<file path="config.mk">
export PLATFORM = sky130hd
export DESIGN_NAME = rangefinder_sample_capture_flat
export DESIGN_NICKNAME = d
export VERILOG_FILES = /design/src/rtl/rangefinder_sample_capture_pkg.sv /design/src/rtl/rangefinder_sample_capture_if.sv /design/src/rtl/rangefinder_trig_detect.sv /design/src/rtl/rangefinder_sample_capture.sv /design/src/flat_wrapper.sv
export SDC_FILE = /design/constraint.sdc
export NUM_CORES = 1
export LEC_CHECK = 0
export ABC_AREA = 1
export ABC_CLOCK_PERIOD_IN_PS = 2040
export CORE_AREA = 10 10 90 92
export CTS_CLUSTER_DIAMETER = 100
export DETAILED_ROUTE_END_ITERATION = 7
export DIE_AREA = 0 0 100 102
export PLACE_DENSITY = 0.75
export SLEW_MARGIN = 20
export SYNTH_ARGS = -nofsm -noshare
export SYNTH_HDL_FRONTEND = slang
export SYNTH_SLANG_ARGS = --single-unit
</file>
<file path="constraint.sdc">
create_clock -name clk -period 2.04 [get_ports clk]
set_input_delay 0.408 -clock clk [delete_from_list [all_inputs] [get_ports clk]]
set_output_delay 0.408 -clock clk [all_outputs]
set_load 0.02 [all_outputs]
</file>
<file path="src/rtl/rangefinder_sample_capture_pkg.sv">
// Shared types and constants for the rangefinder sample capture block.
package rangefinder_capture_pkg;

    localparam int DEF_DATA_W  = 8;
    localparam int DEF_ADDR_W  = 8;
    localparam int DEF_DEPTH   = 256;
    localparam int DEF_DECIM_W = 4;

    // Trigger source selection
    localparam logic TRIG_EXT = 1'b0;
    localparam logic TRIG_THR = 1'b1;

    typedef enum logic [1:0] {
        IDLE    = 2'd0,
        ARMED   = 2'd1,
        CAPTURE = 2'd2
    } state_e;

endpackage

</file>
<file path="src/rtl/rangefinder_sample_capture_if.sv">
// Control, ADC and RAM port-2 signals of the capture block, bundled as one interface.
interface rangefinder_sample_capture_if import rangefinder_capture_pkg::*; #(
    parameter int DATA_W  = DEF_DATA_W,
    parameter int ADDR_W  = DEF_ADDR_W,
    parameter int DECIM_W = DEF_DECIM_W
);
    logic                arm;
    logic                abort;
    logic                trig_sel;
    logic                ext_trig;
    logic [DATA_W-1:0]   threshold;
    logic [DECIM_W-1:0]  decim;
    logic [DATA_W-1:0]   adc_data;
    logic                adc_valid;
    logic [ADDR_W-1:0]   address2;
    logic                chipselect2;
    logic                write2;
    logic [DATA_W-1:0]   writedata2;
    logic                busy;
    logic                done;
    logic [ADDR_W:0]     count;

    // Capture engine side: consumes control/ADC, drives RAM port 2 and status
    modport master (
        input  arm, abort, trig_sel, ext_trig, threshold, decim, adc_data, adc_valid,
        output address2, chipselect2, write2, writedata2, busy, done, count
    );

    // CPU / ADC / RAM side
    modport slave (
        output arm, abort, trig_sel, ext_trig, threshold, decim, adc_data, adc_valid,
        input  address2, chipselect2, write2, writedata2, busy, done, count
    );
endinterface

</file>
<file path="src/rtl/rangefinder_trig_detect.sv">
// Trigger detector: external strobe rising edge or upward threshold crossing.
module rangefinder_trig_detect import rangefinder_capture_pkg::*; #(
    parameter int DATA_W = DEF_DATA_W
) (
    input  logic              clk,
    input  logic              reset,
    input  logic              trig_sel_i,
    input  logic              ext_trig_i,
    input  logic [DATA_W-1:0] threshold_i,
    input  logic [DATA_W-1:0] adc_data_i,
    input  logic              adc_valid_i,
    input  logic              armed_i,
    input  logic              arm_start_i,
    output logic              trig_event_o
);
    logic              ext_prev_q;
    logic [DATA_W-1:0] prev_q;
    logic              prev_valid_q;
    logic              ext_evt;
    logic              thr_evt;

    // Track last strobe level and last valid sample; arming forgets the old sample
    // so the first sample after arm can never be a crossing
    always_ff @(posedge clk) begin
        if (!reset) begin
            ext_prev_q   <= 1'b0;
            prev_q       <= '0;
            prev_valid_q <= 1'b0;
        end else begin
            ext_prev_q <= ext_trig_i;
            if (arm_start_i) begin
                prev_valid_q <= 1'b0;
            end else if (adc_valid_i) begin
                prev_q       <= adc_data_i;
                prev_valid_q <= 1'b1;
            end
        end
    end

    assign ext_evt = ext_trig_i & ~ext_prev_q;
    assign thr_evt = adc_valid_i & prev_valid_q & (prev_q < threshold_i) & (adc_data_i >= threshold_i);
    assign trig_event_o = armed_i & ((trig_sel_i == TRIG_EXT) ? ext_evt : thr_evt);

endmodule

</file>
<file path="src/rtl/rangefinder_sample_capture.sv">
// Burst capture engine: arm, wait for trigger, write decimated samples to RAM port 2.
module rangefinder_sample_capture import rangefinder_capture_pkg::*; #(
    parameter int DATA_W  = DEF_DATA_W,
    parameter int ADDR_W  = DEF_ADDR_W,
    parameter int DEPTH   = DEF_DEPTH,
    parameter int DECIM_W = DEF_DECIM_W
) (
    input  logic clk,
    input  logic reset,
    rangefinder_sample_capture_if.master bus
);
    localparam logic [ADDR_W:0] DEPTH_C = (ADDR_W+1)'(DEPTH);

    state_e             state_q, state_d;
    logic [ADDR_W-1:0]  ptr_q, ptr_d;
    logic [ADDR_W:0]    count_q, count_d;
    logic               done_q, done_d;
    logic [DECIM_W-1:0] decim_q, decim_d;
    logic [DECIM_W-1:0] dcnt_q, dcnt_d;
    logic               wr_q, wr_d;
    logic [ADDR_W-1:0]  waddr_q, waddr_d;
    logic [DATA_W-1:0]  wdata_q, wdata_d;

    logic trig_event;
    logic arm_start;
    logic sample_valid;
    logic accept;

    rangefinder_trig_detect #(.DATA_W(DATA_W)) u_trig (
        .clk          (clk),
        .reset        (reset),
        .trig_sel_i   (bus.trig_sel),
        .ext_trig_i   (bus.ext_trig),
        .threshold_i  (bus.threshold),
        .adc_data_i   (bus.adc_data),
        .adc_valid_i  (bus.adc_valid),
        .armed_i      (state_q == ARMED),
        .arm_start_i  (arm_start),
        .trig_event_o (trig_event)
    );

    // Abort always wins over arm; the trigger-cycle sample counts as capture sample 0
    assign arm_start    = (state_q == IDLE) && bus.arm && !bus.abort;
    assign sample_valid = bus.adc_valid && !bus.abort && (count_q != DEPTH_C) &&
                          ((state_q == CAPTURE) || ((state_q == ARMED) && trig_event));
    assign accept       = sample_valid && (dcnt_q == '0);

    // Next-state logic for the FSM, decimation counter and one-deep write stage
    always_comb begin
        state_d = state_q;
        ptr_d   = ptr_q;
        count_d = count_q;
        done_d  = done_q;
        decim_d = decim_q;
        dcnt_d  = dcnt_q;
        wr_d    = 1'b0;
        waddr_d = waddr_q;
        wdata_d = wdata_q;

        if (bus.abort) begin
            state_d = IDLE;
        end else begin
            case (state_q)
                IDLE: begin
                    if (bus.arm) begin
                        state_d = ARMED;
                        done_d  = 1'b0;
                        count_d = '0;
                        ptr_d   = '0;
                        decim_d = bus.decim;
                        dcnt_d  = '0;
                    end
                end
                ARMED: begin
                    if (trig_event) begin
                        state_d = CAPTURE;
                    end
                end
                CAPTURE: begin
                    if (count_q == DEPTH_C) begin
                        state_d = IDLE;
                        done_d  = 1'b1;
                    end
                end
                default: state_d = IDLE;
            endcase
        end

        if (sample_valid) begin
            dcnt_d = (dcnt_q == decim_q) ? '0 : dcnt_q + 1'b1;
        end

        if (accept) begin
            wr_d    = 1'b1;
            waddr_d = ptr_q;
            wdata_d = bus.adc_data;
            count_d = count_q + 1'b1;
            ptr_d   = ((count_q + 1'b1) == DEPTH_C) ? '0 : ptr_q + 1'b1;
        end
    end

    // State registers with synchronous active-low clear
    always_ff @(posedge clk) begin
        if (!reset) begin
            state_q <= IDLE;
            ptr_q   <= '0;
            count_q <= '0;
            done_q  <= 1'b0;
            decim_q <= '0;
            dcnt_q  <= '0;
            wr_q    <= 1'b0;
            waddr_q <= '0;
            wdata_q <= '0;
        end else begin
            state_q <= state_d;
            ptr_q   <= ptr_d;
            count_q <= count_d;
            done_q  <= done_d;
            decim_q <= decim_d;
            dcnt_q  <= dcnt_d;
            wr_q    <= wr_d;
            waddr_q <= waddr_d;
            wdata_q <= wdata_d;
        end
    end

    assign bus.address2    = waddr_q;
    assign bus.chipselect2 = wr_q;
    assign bus.write2      = wr_q;
    assign bus.writedata2  = wdata_q;
    assign bus.busy        = (state_q != IDLE);
    assign bus.done        = done_q;
    assign bus.count       = count_q;

endmodule

</file>
<file path="src/flat_wrapper.sv">
// flat-port wrapper written by rule: the top's interface ports become plain ports
module rangefinder_sample_capture_flat import rangefinder_capture_pkg::*;
#(
    parameter int DATA_W  = DEF_DATA_W,
    parameter int ADDR_W  = DEF_ADDR_W,
    parameter int DEPTH   = DEF_DEPTH,
    parameter int DECIM_W = DEF_DECIM_W
)
  (clk, reset, bus_arm, bus_abort, bus_trig_sel, bus_ext_trig, bus_threshold, bus_decim, bus_adc_data, bus_adc_valid, bus_address2, bus_chipselect2, bus_write2, bus_writedata2, bus_busy, bus_done, bus_count);
  rangefinder_sample_capture_if #(.DATA_W(DATA_W), .ADDR_W(ADDR_W), .DECIM_W(DECIM_W)) bus_i ();
  input  logic clk;
  input  logic reset;
  input wire logic [$bits(bus_i.arm)-1:0] bus_arm;
  input wire logic [$bits(bus_i.abort)-1:0] bus_abort;
  input wire logic [$bits(bus_i.trig_sel)-1:0] bus_trig_sel;
  input wire logic [$bits(bus_i.ext_trig)-1:0] bus_ext_trig;
  input wire logic [$bits(bus_i.threshold)-1:0] bus_threshold;
  input wire logic [$bits(bus_i.decim)-1:0] bus_decim;
  input wire logic [$bits(bus_i.adc_data)-1:0] bus_adc_data;
  input wire logic [$bits(bus_i.adc_valid)-1:0] bus_adc_valid;
  output wire logic [$bits(bus_i.address2)-1:0] bus_address2;
  output wire logic [$bits(bus_i.chipselect2)-1:0] bus_chipselect2;
  output wire logic [$bits(bus_i.write2)-1:0] bus_write2;
  output wire logic [$bits(bus_i.writedata2)-1:0] bus_writedata2;
  output wire logic [$bits(bus_i.busy)-1:0] bus_busy;
  output wire logic [$bits(bus_i.done)-1:0] bus_done;
  output wire logic [$bits(bus_i.count)-1:0] bus_count;
  assign bus_i.arm = bus_arm;
  assign bus_i.abort = bus_abort;
  assign bus_i.trig_sel = bus_trig_sel;
  assign bus_i.ext_trig = bus_ext_trig;
  assign bus_i.threshold = bus_threshold;
  assign bus_i.decim = bus_decim;
  assign bus_i.adc_data = bus_adc_data;
  assign bus_i.adc_valid = bus_adc_valid;
  assign bus_address2 = bus_i.address2;
  assign bus_chipselect2 = bus_i.chipselect2;
  assign bus_write2 = bus_i.write2;
  assign bus_writedata2 = bus_i.writedata2;
  assign bus_busy = bus_i.busy;
  assign bus_done = bus_i.done;
  assign bus_count = bus_i.count;
  rangefinder_sample_capture #(.DATA_W(DATA_W), .ADDR_W(ADDR_W), .DEPTH(DEPTH), .DECIM_W(DECIM_W)) u_core (.clk(clk), .reset(reset), .bus(bus_i));
endmodule
</file>
==> results of run 1 <==
-- power breakdown --
part,internal [mW],total [mW],switching (mW)
logic,0.158,0.343,0.185
clock network,0.251,0.651,0.400
registers,1.10,1.11,0.0158
total,1.51,2.11,0.600
-- routing by layer --
metal | track usage, % | vias to the layer above | share of wire [%]
met5 | 0 | - | 0
met3 | 5.061 | 14 | 6.8
met4 | 4.783 | 0 | 1.8
met1 | 18.10 | 1440 | 41
met2 | 27.48 | 84 | 50
li1 | - | 1512 | -
-- layout make-up --
type,instances,area [um^2]
Timing Repair inverter,3,36.28
Fill cell,517,2016
Inverter,55,216.5
Clock buffer,5,68.82
Tap cell,77,96.34
Clock inverter,3,25.02
Multi-Input combinational cell,280,1844
Sequential cell,55,1104
Timing Repair Buffer,96,870.8
-- registers in the layout (all words and copies together), names as in the netlist --
register,cells
u_core.bus.writedata2,8
u_core.bus.count,9
u_core.decim_q,4
u_core.u_trig.prev_q,8
u_core.bus.address2,8
u_core.u_trig.prev_valid_q,1
u_core.bus.done,1
u_core.u_trig.ext_prev_q,1
u_core.ptr_q,8
u_core.bus.chipselect2,1
u_core.dcnt_q,4
u_core.state_q,2
-- metrics by stage --
step	worst slack [ps]	hold slack [ps]	area (um^2)	util, %	setup TNS, ps
global route	-96.93	479.8	4262	67.89	-452.4
floorplan	69.80	451.4	2927	-	0
global placement	-497.6	443.1	3751	59.76	-17620
finish	32.58	452.9	4262	67.89	0
detailed placement	-601.5	440.9	3751	59.76	-20540
CTS	42.35	456.8	4021	64.06	0
-- critical path, cell delays in order, from the launching register on --
cell and delay [ps]:
dfxtp_1 340, inv_1 120, ha_1 180, inv_1 50, nor4_2 210, inv_1 110
nor2_2 170, nor3_4 70, buf_4 160, nand2_8 150, buf_6 120, nand3_1 70
a21oi_1 150
-- what timing repair did --
item | in CTS | in global routing
setup buffers | 6 | 3
endpoints found under the setup margin | 38 | 39
gates cloned | 2 | 1
resized for setup | 46 | 74
pin swaps | 19 | 28
-- path summary, 6_finish.rpt --
| path | start | end | slack [ps] | cells after the start |
|---|---|---|---|---|
| max | u_core.bus.count[0] | u_core.dcnt_q[3] | 30 | 12 |
| min | u_core.bus.done | u_core.bus.done | 450 | 2 |
| max reg2reg | u_core.bus.count[0] | u_core.dcnt_q[3] | 30 | 12 |
| min reg2reg | u_core.bus.done | u_core.bus.done | 450 | 2 |
-- placed cells by master, fill, tap and decap left out, drive strengths merged --
master | Yosys | layout
nor4 | 2 | 2
nor3b | 1 | 1
dlygate4sd2 | 0 | 1
a21o | 1 | 1
clkdlybuf4s15 | 0 | 9
dfxtp | 55 | 55
clkinv | 1 | 1
xor2 | 11 | 11
nand3 | 40 | 40
nor3 | 4 | 4
dlymetal6s2s | 0 | 2
nor2 | 49 | 49
nand4 | 15 | 15
buf | 7 | 41
o21ai | 27 | 27
clkinvlp | 0 | 1
inv | 54 | 59
a21oi | 40 | 40
clkbuf | 8 | 11
clkdlybuf4s50 | 0 | 37
o2111ai | 1 | 1
nand2 | 67 | 67
and3 | 1 | 1
ha | 20 | 20
nand3b | 1 | 1
-- logic make-up after synthesis --
family,after synthesis,synth area share (%)
simple gates,180,28.73
buf+inv,70,9.790
compound gates,69,12.01
flops,55,37.62
fa+ha+maj,20,8.551
xor+xnor,11,3.292
==> implementation parameters, run 1 <==
Parameter                              Value

Run status
  Run status ... complete, no violations

Floorplan
  I/O pin count ... 56
  Std-Cell Core Area ... roughly 6300 um^2
  Initial standard-cell utilization of the core ... a little under half
  Die Outline Area ... between 10000 and 15000 um^2
  Die X-Extent ... around 100 um
  Overall die height ... a little over 100 um
  Number of placement rows ... 29

Worst setup path
  Nature of the critical path startpoint ... flip-flop
  Category of the worst setup path capture point ... flip-flop
  Worst-path fanout max ... 7
  CP Class ... flip-flop to flip-flop
  Critical path required time ... roughly 2300 ps
  Signal arrival time at the worst endpoint ... about 2300 ps

Power
  Leak Pwr ... roughly 1.8 nW
  Total Power Consumption ... ~2.1 mW
  VDD IR-drop max ... ~350 uV
  Power Dens Cells ... 494.5 nW/um^2

Logic synthesis
  Synth area leader ... dfxtp_1
  Register bit total from synthesis ... between 50 and 60
  Cells after synthesis ... between 400 and 500
  Avg Inst Size Synth ... 7.226 um^2
  Area of the mapped netlist ... 2927 um^2
  Leading post-synthesis cells by cell area ... dfxtp_1 (38%), ha_1 (8.6%), nand2_1 (8.2%), a21oi_1 (6.8%), inv_1 (6.7%)
  Sequential fraction of the synthesis area ... between 30 and 40%
  Most frequently used flop master after synthesis ... dfxtp_1
  Synthesis warning total ... 0
  Post-Syn Nets ... between 400 and 500
  Number of distinct standard cells referenced by the synthesized netlist ... 33
  Ys async rst share ... 0%
  Most common cell in the netlist ... nand2_1
  Number of synthesized flops with an enable pin ... 0
  Top cell types by occurrence after synthesis ... nand2_1 (64), dfxtp_1 (55), inv_1 (52)
  Top-area cell type share of the netlist area ... 37.62%

Final layout
  Layout overhead on the synthesized area ... 45.62%
  Net count of the finished layout ... between 500 and 600
  Antenna diode count ... 0
  Number of standard cells in the layout, taps in and fillers out ... approximately 570
  Share of final-layout standard cells stronger than drive strength 1 ... around 25%

Timing
  F_max ... approximately 500 MHz
  Final hold violation count ... 0
  Max Clock Skew ... ~15 ps
  Final cycle utilization of the critical path ... a little over nine tenths
  Rel. slew slack ... ~65%
  Minimum period implied by the final worst setup slack ... between 2000 and 2500 ps
  Transition time at the pin with the least slew margin ... around 520 ps
  Pins over their slew limit ... 0
  Count of final setup violators ... 0

GRT
  Largest net degree at the start of global routing ... 26
  Via count of the first global-routing pass ... between 3000 and 4000
  GRT Resource Usage Total ... between 10% and 20%
  Global-route wire length before repair ... between 10 and 15 mm
  Antenna violations before repair ... 0
  Total global routing overflow ... 0

Place
  DPL Wire Length ... ~5.8 mm
  I/O Buffers ... 55
  Gpl congestion ... 0.8475
  Placed Instances ... around 550

Route
  Mean number of vias per cell ... 5.314
  Residual DRC ... 0
  Routed wirelength normalized by instance count ... 14.92 um
  Total Routed Length ... roughly 8.6 mm
  First-pass iteration count of the detailed router ... 5
  Initial DRC Count ... roughly 220
  Total number of vias ... a little over 3000
  Post-DRT Antenna Nets ... 0

Clocking
  Number of CTS-inserted buffers ... 5
  Buffer levels on the longest clock path ... 2
  TritonCTS clock tree ... yes
  Number of clock sinks ... 55
  Clock insertion delay at the later pin of the skew report ... 330 ps
  Clock root buffer master ... clkbuf_8
  Max H-tree Level ... 2
  Hold-fix buffers, CTS ... 0
  Clock-pin transition on the worst setup and hold timing paths ... between 100 and 150 ps

Run
  Max-cap viol count ... 0

Hold path
  Type of the tightest min-delay check ... flip-flop to flip-flop
(Power assumes the default switching activity.)
==> inputs of run 2 (changes only) <==
--- a/config.mk
+++ b/config.mk
@@ -11,7 +11,7 @@
 export CTS_CLUSTER_DIAMETER = 100
 export DETAILED_ROUTE_END_ITERATION = 7
 export DIE_AREA = 0 0 100 102
-export PLACE_DENSITY = 0.75
+export PLACE_DENSITY = 0.73
 export SLEW_MARGIN = 20
 export SYNTH_ARGS = -nofsm -noshare
 export SYNTH_HDL_FRONTEND = slang
==> constraint.sdc (replaced) <==
create_clock -name clk -period 2.04 [get_ports clk]
set_input_delay 0.408 -clock clk [delete_from_list [all_inputs] [get_ports clk]]
set_output_delay 0.408 -clock clk [all_outputs]
set_load 0.1 [all_outputs]
==> implementation parameters, run 2 (synthesis gave the netlist of run 1 again) <==
Parameter                              Value

Run status
  Run status ... complete, no violations

Worst setup path
  Worst-path fanout max ... 8 (+1)
  Category of the worst setup path capture point ... flip-flop
  Signal arrival time at the worst endpoint ... 2190 ps (-60 ps)
  Nature of the critical path startpoint ... primary input
  CP Class ... primary input to flip-flop
  Slack of the worst reg-to-reg path ... 80 ps (+50 ps)
  Worst-case reg-to-reg path depth ... 13 (+1)
  Critical path required time ... 2260 ps (-30 ps)
  Startpoint of the worst register-to-register path ... u_core.u_trig.prev_q[7]
  R2R Path End ... u_core.ptr_q[0]

Timing
  Count of final setup violators ... 0 (unchanged)
  Max Clock Skew ... 6.424 ps (-8.785 ps)
  Minimum period implied by the final worst setup slack ... 1972 ps (-35.14 ps)
  Final hold violation count ... 0 (unchanged)
  RSZ-0062 raised after global routing ... true
  Final cycle utilization of the critical path ... 96.68% (-1.7 points)
  Transition time at the pin with the least slew margin ... 499.8 ps (-25.16 ps)
  Pins over their slew limit ... 0 (unchanged)
  Rel. slew slack ... 66.53% (+1.7 points)
  Setup TNS after final layout ... 0 ps (unchanged)
  Final Worst Setup Slack ... 67.72 ps (+35.14 ps)
  F_max ... 507.0 MHz (+1.8%)

Floorplan
  Overall die height ... 102 um (unchanged)
  Std-Cell Core Area ... 6277 um^2 (unchanged)
  Number of placement rows ... 29 (unchanged)
  I/O pin count ... 56 (unchanged)
  Die Outline Area ... 10200 um^2 (unchanged)
  Die X-Extent ... 100 um (unchanged)
  Initial standard-cell utilization of the core ... 46.62% (unchanged)

Final layout
  Util after Layout ... 65.48% (-2.4 points)
  Flip-flop count of the largest register, all copies and words added ... 9 (unchanged)
  Net count of the finished layout ... 536 (-1.3%)
  Commonest cells after routing, fill and taps aside ... nand2_1 (57), buf_4 (57), nor2_1 (44)
  Number of standard cells in the layout, taps in and fillers out ... 566 (-1.4%)
  Antenna diode count ... 0 (unchanged)
  Layout overhead on the synthesized area ... 40.44%
  Share of final-layout standard cells stronger than drive strength 1 ... 30.06% (+4.7 points)

Hold path
  Terminating pin of the worst hold path ... u_core.u_trig.prev_q[0]
  Number of cells on the worst hold path ... 3 (+1)
  Type of the tightest min-delay check ... primary input to flip-flop
  Hold Crit Start ... bus_adc_data[0]

Clocking
  TritonCTS clock tree ... yes
  Clock-pin transition on the worst setup and hold timing paths ... 100 ps (-20 ps)
  Clock root buffer master ... clkbuf_8
  Number of clock sinks ... 55 (unchanged)
  Clock insertion delay at the later pin of the skew report ... 310 ps (-20 ps)
  Number of CTS-inserted buffers ... 5 (unchanged)
  Max H-tree Level ... 2 (unchanged)
  Buffer levels on the longest clock path ... 2 (unchanged)

Place
  Gpl congestion ... 0.8797 (+3.8%)
  DP Worst Slack ... -589.3 ps (+12.23 ps)
  DPL Wire Length ... 5.695 mm (-1.2%)
  I/O Buffers ... 55 (unchanged)
  Placed Instances ... 550 (-0.72%)

GRT
  Met1 track demand over resource ... 18.89% (+0.79 points)
  Global-route wire length before repair ... 12.88 mm (-5.1%)
  Largest net degree at the start of global routing ... 26 (unchanged)
  GRT Resource Usage Total ... 14.98% (-0.81 points)
  Antenna violations before repair ... 0 (unchanged)
  Via count of the first global-routing pass ... 2807 (-7.3%)
  Total global routing overflow ... 0 (unchanged)
  GR met2 Demand/Resource ... 23.84% (-3.6 points)
  Gr busiest metal ... met2
  Met3 global-route usage ... 5.061% (unchanged)

Power
  Power Dens Cells ... 515.7 nW/um^2 (+4.3%)
  Leak Pwr ... 1.812 nW (+0.54%)
  Total Power Consumption ... 2.120 mW (+0.58%)
  VDD IR-drop max ... 304.7 uV (-14%)

Route
  Total number of vias ... 2935 (-3.8%)
  Mean number of vias per cell ... 5.186 (-2.4%)
  Routed wirelength normalized by instance count ... 14.16 um (-5.1%)
  Total Routed Length ... 8.014 mm (-6.4%)
  Post-DRT Antenna Nets ... 0 (unchanged)
  First-pass iteration count of the detailed router ... 4 (-1)
  Residual DRC ... 0 (unchanged)
  Initial DRC Count ... 114 (-48%)

Run
  Max-cap viol count ... 0 (unchanged)
==> run 2: changes by cell type in the layout (fill, tap and decap cells not counted), sizes merged <==
cell | previous run | this run
clkdlybuf4s50 | 37 | 8
buf | 41 | 65
clkbuf | 11 | 16
clkdlybuf4s15 | 9 | 5
inv | 59 | 55
clkinvlp | 1 | 0
dlygate4sd2 | 1 | 2
==> run 2: where the power goes <==
group | switching (mW) | total, mW | leakage (nW) | internal [mW]
registers | 0.0172 | 1.11 | 0.452 | 1.09
clock network | 0.352 | 0.663 | 0.0495 | 0.311
logic | 0.190 | 0.345 | 1.31 | 0.154
total | 0.559 | 2.12 | 1.81 | 1.56
==> run 2: worst max-delay path by stage <==
stage | from | endpoint | slack [ps] | cells past startpoint
finish | bus_threshold[7] | u_core.ptr_q[0] | 70 | 15
global route | u_core.bus.count[0] | u_core.ptr_q[5] | -60 | 12
CTS | bus_adc_data[5] | u_core.ptr_q[0] | 40 | 14
detailed placement | bus_threshold[7] | u_core.ptr_q[0] | -590 | 15
global placement | bus_threshold[7] | u_core.ptr_q[0] | -540 | 15
floorplan | u_core.bus.count[0] | u_core.ptr_q[0] | 50 | 11
==> run 2: stage by stage <==
stage | hold slack (ps) | cell area [um^2]
3_5_place_dp | 443.5 | 3677
3_3_place_gp | 443.7 | 3677
2_1_floorplan | 451.4 | 2943
4_1_cts | 460.0 | 3966
5_1_grt | 347.2 | 4110
6_report | 353.7 | 4110
==> run 2: final cells by class <==
class / count / area [um^2]
Clock buffer: 7 / 97.59
Fill cell: 521 / 2167
Inverter: 55 / 214.0
Multi-Input combinational cell: 280 / 1805
Sequential cell: 55 / 1121
Tap cell: 77 / 96.34
Timing Repair Buffer: 91 / 769.5
Timing Repair inverter: 1 / 6.256
==> run 2: routing by layer <==
metal,up-vias,wire [um],part of all wire (%)
met2,65,3766,47
met3,11,525,6.6
met1,1355,3614,45
met5,-,0,0
li1,1504,-,-
met4,0,107,1.3
==> run 2: critical path, cell delays in order <==
cell and delay (ps):
clkdlybuf4s15_1 170, inv_2 100, ha_4 210, nand2_2 80, inv_2 40, and3_4 170, nor2_4 110, nand3_2 110
nand2_2 80, nand2_2 70, nand2_4 90, nand3_4 180, buf_12 220, a21oi_2 120, nor2_1 40
==> run 2: timing repair <==
action                     in CTS  in global routing
gates resized for setup        43                 59
hold buffers                    0                  0
setup buffers                   7                  0
setup endpoints to repair      38                 38
pin swaps                      19                 26
gates cloned                    2                  0
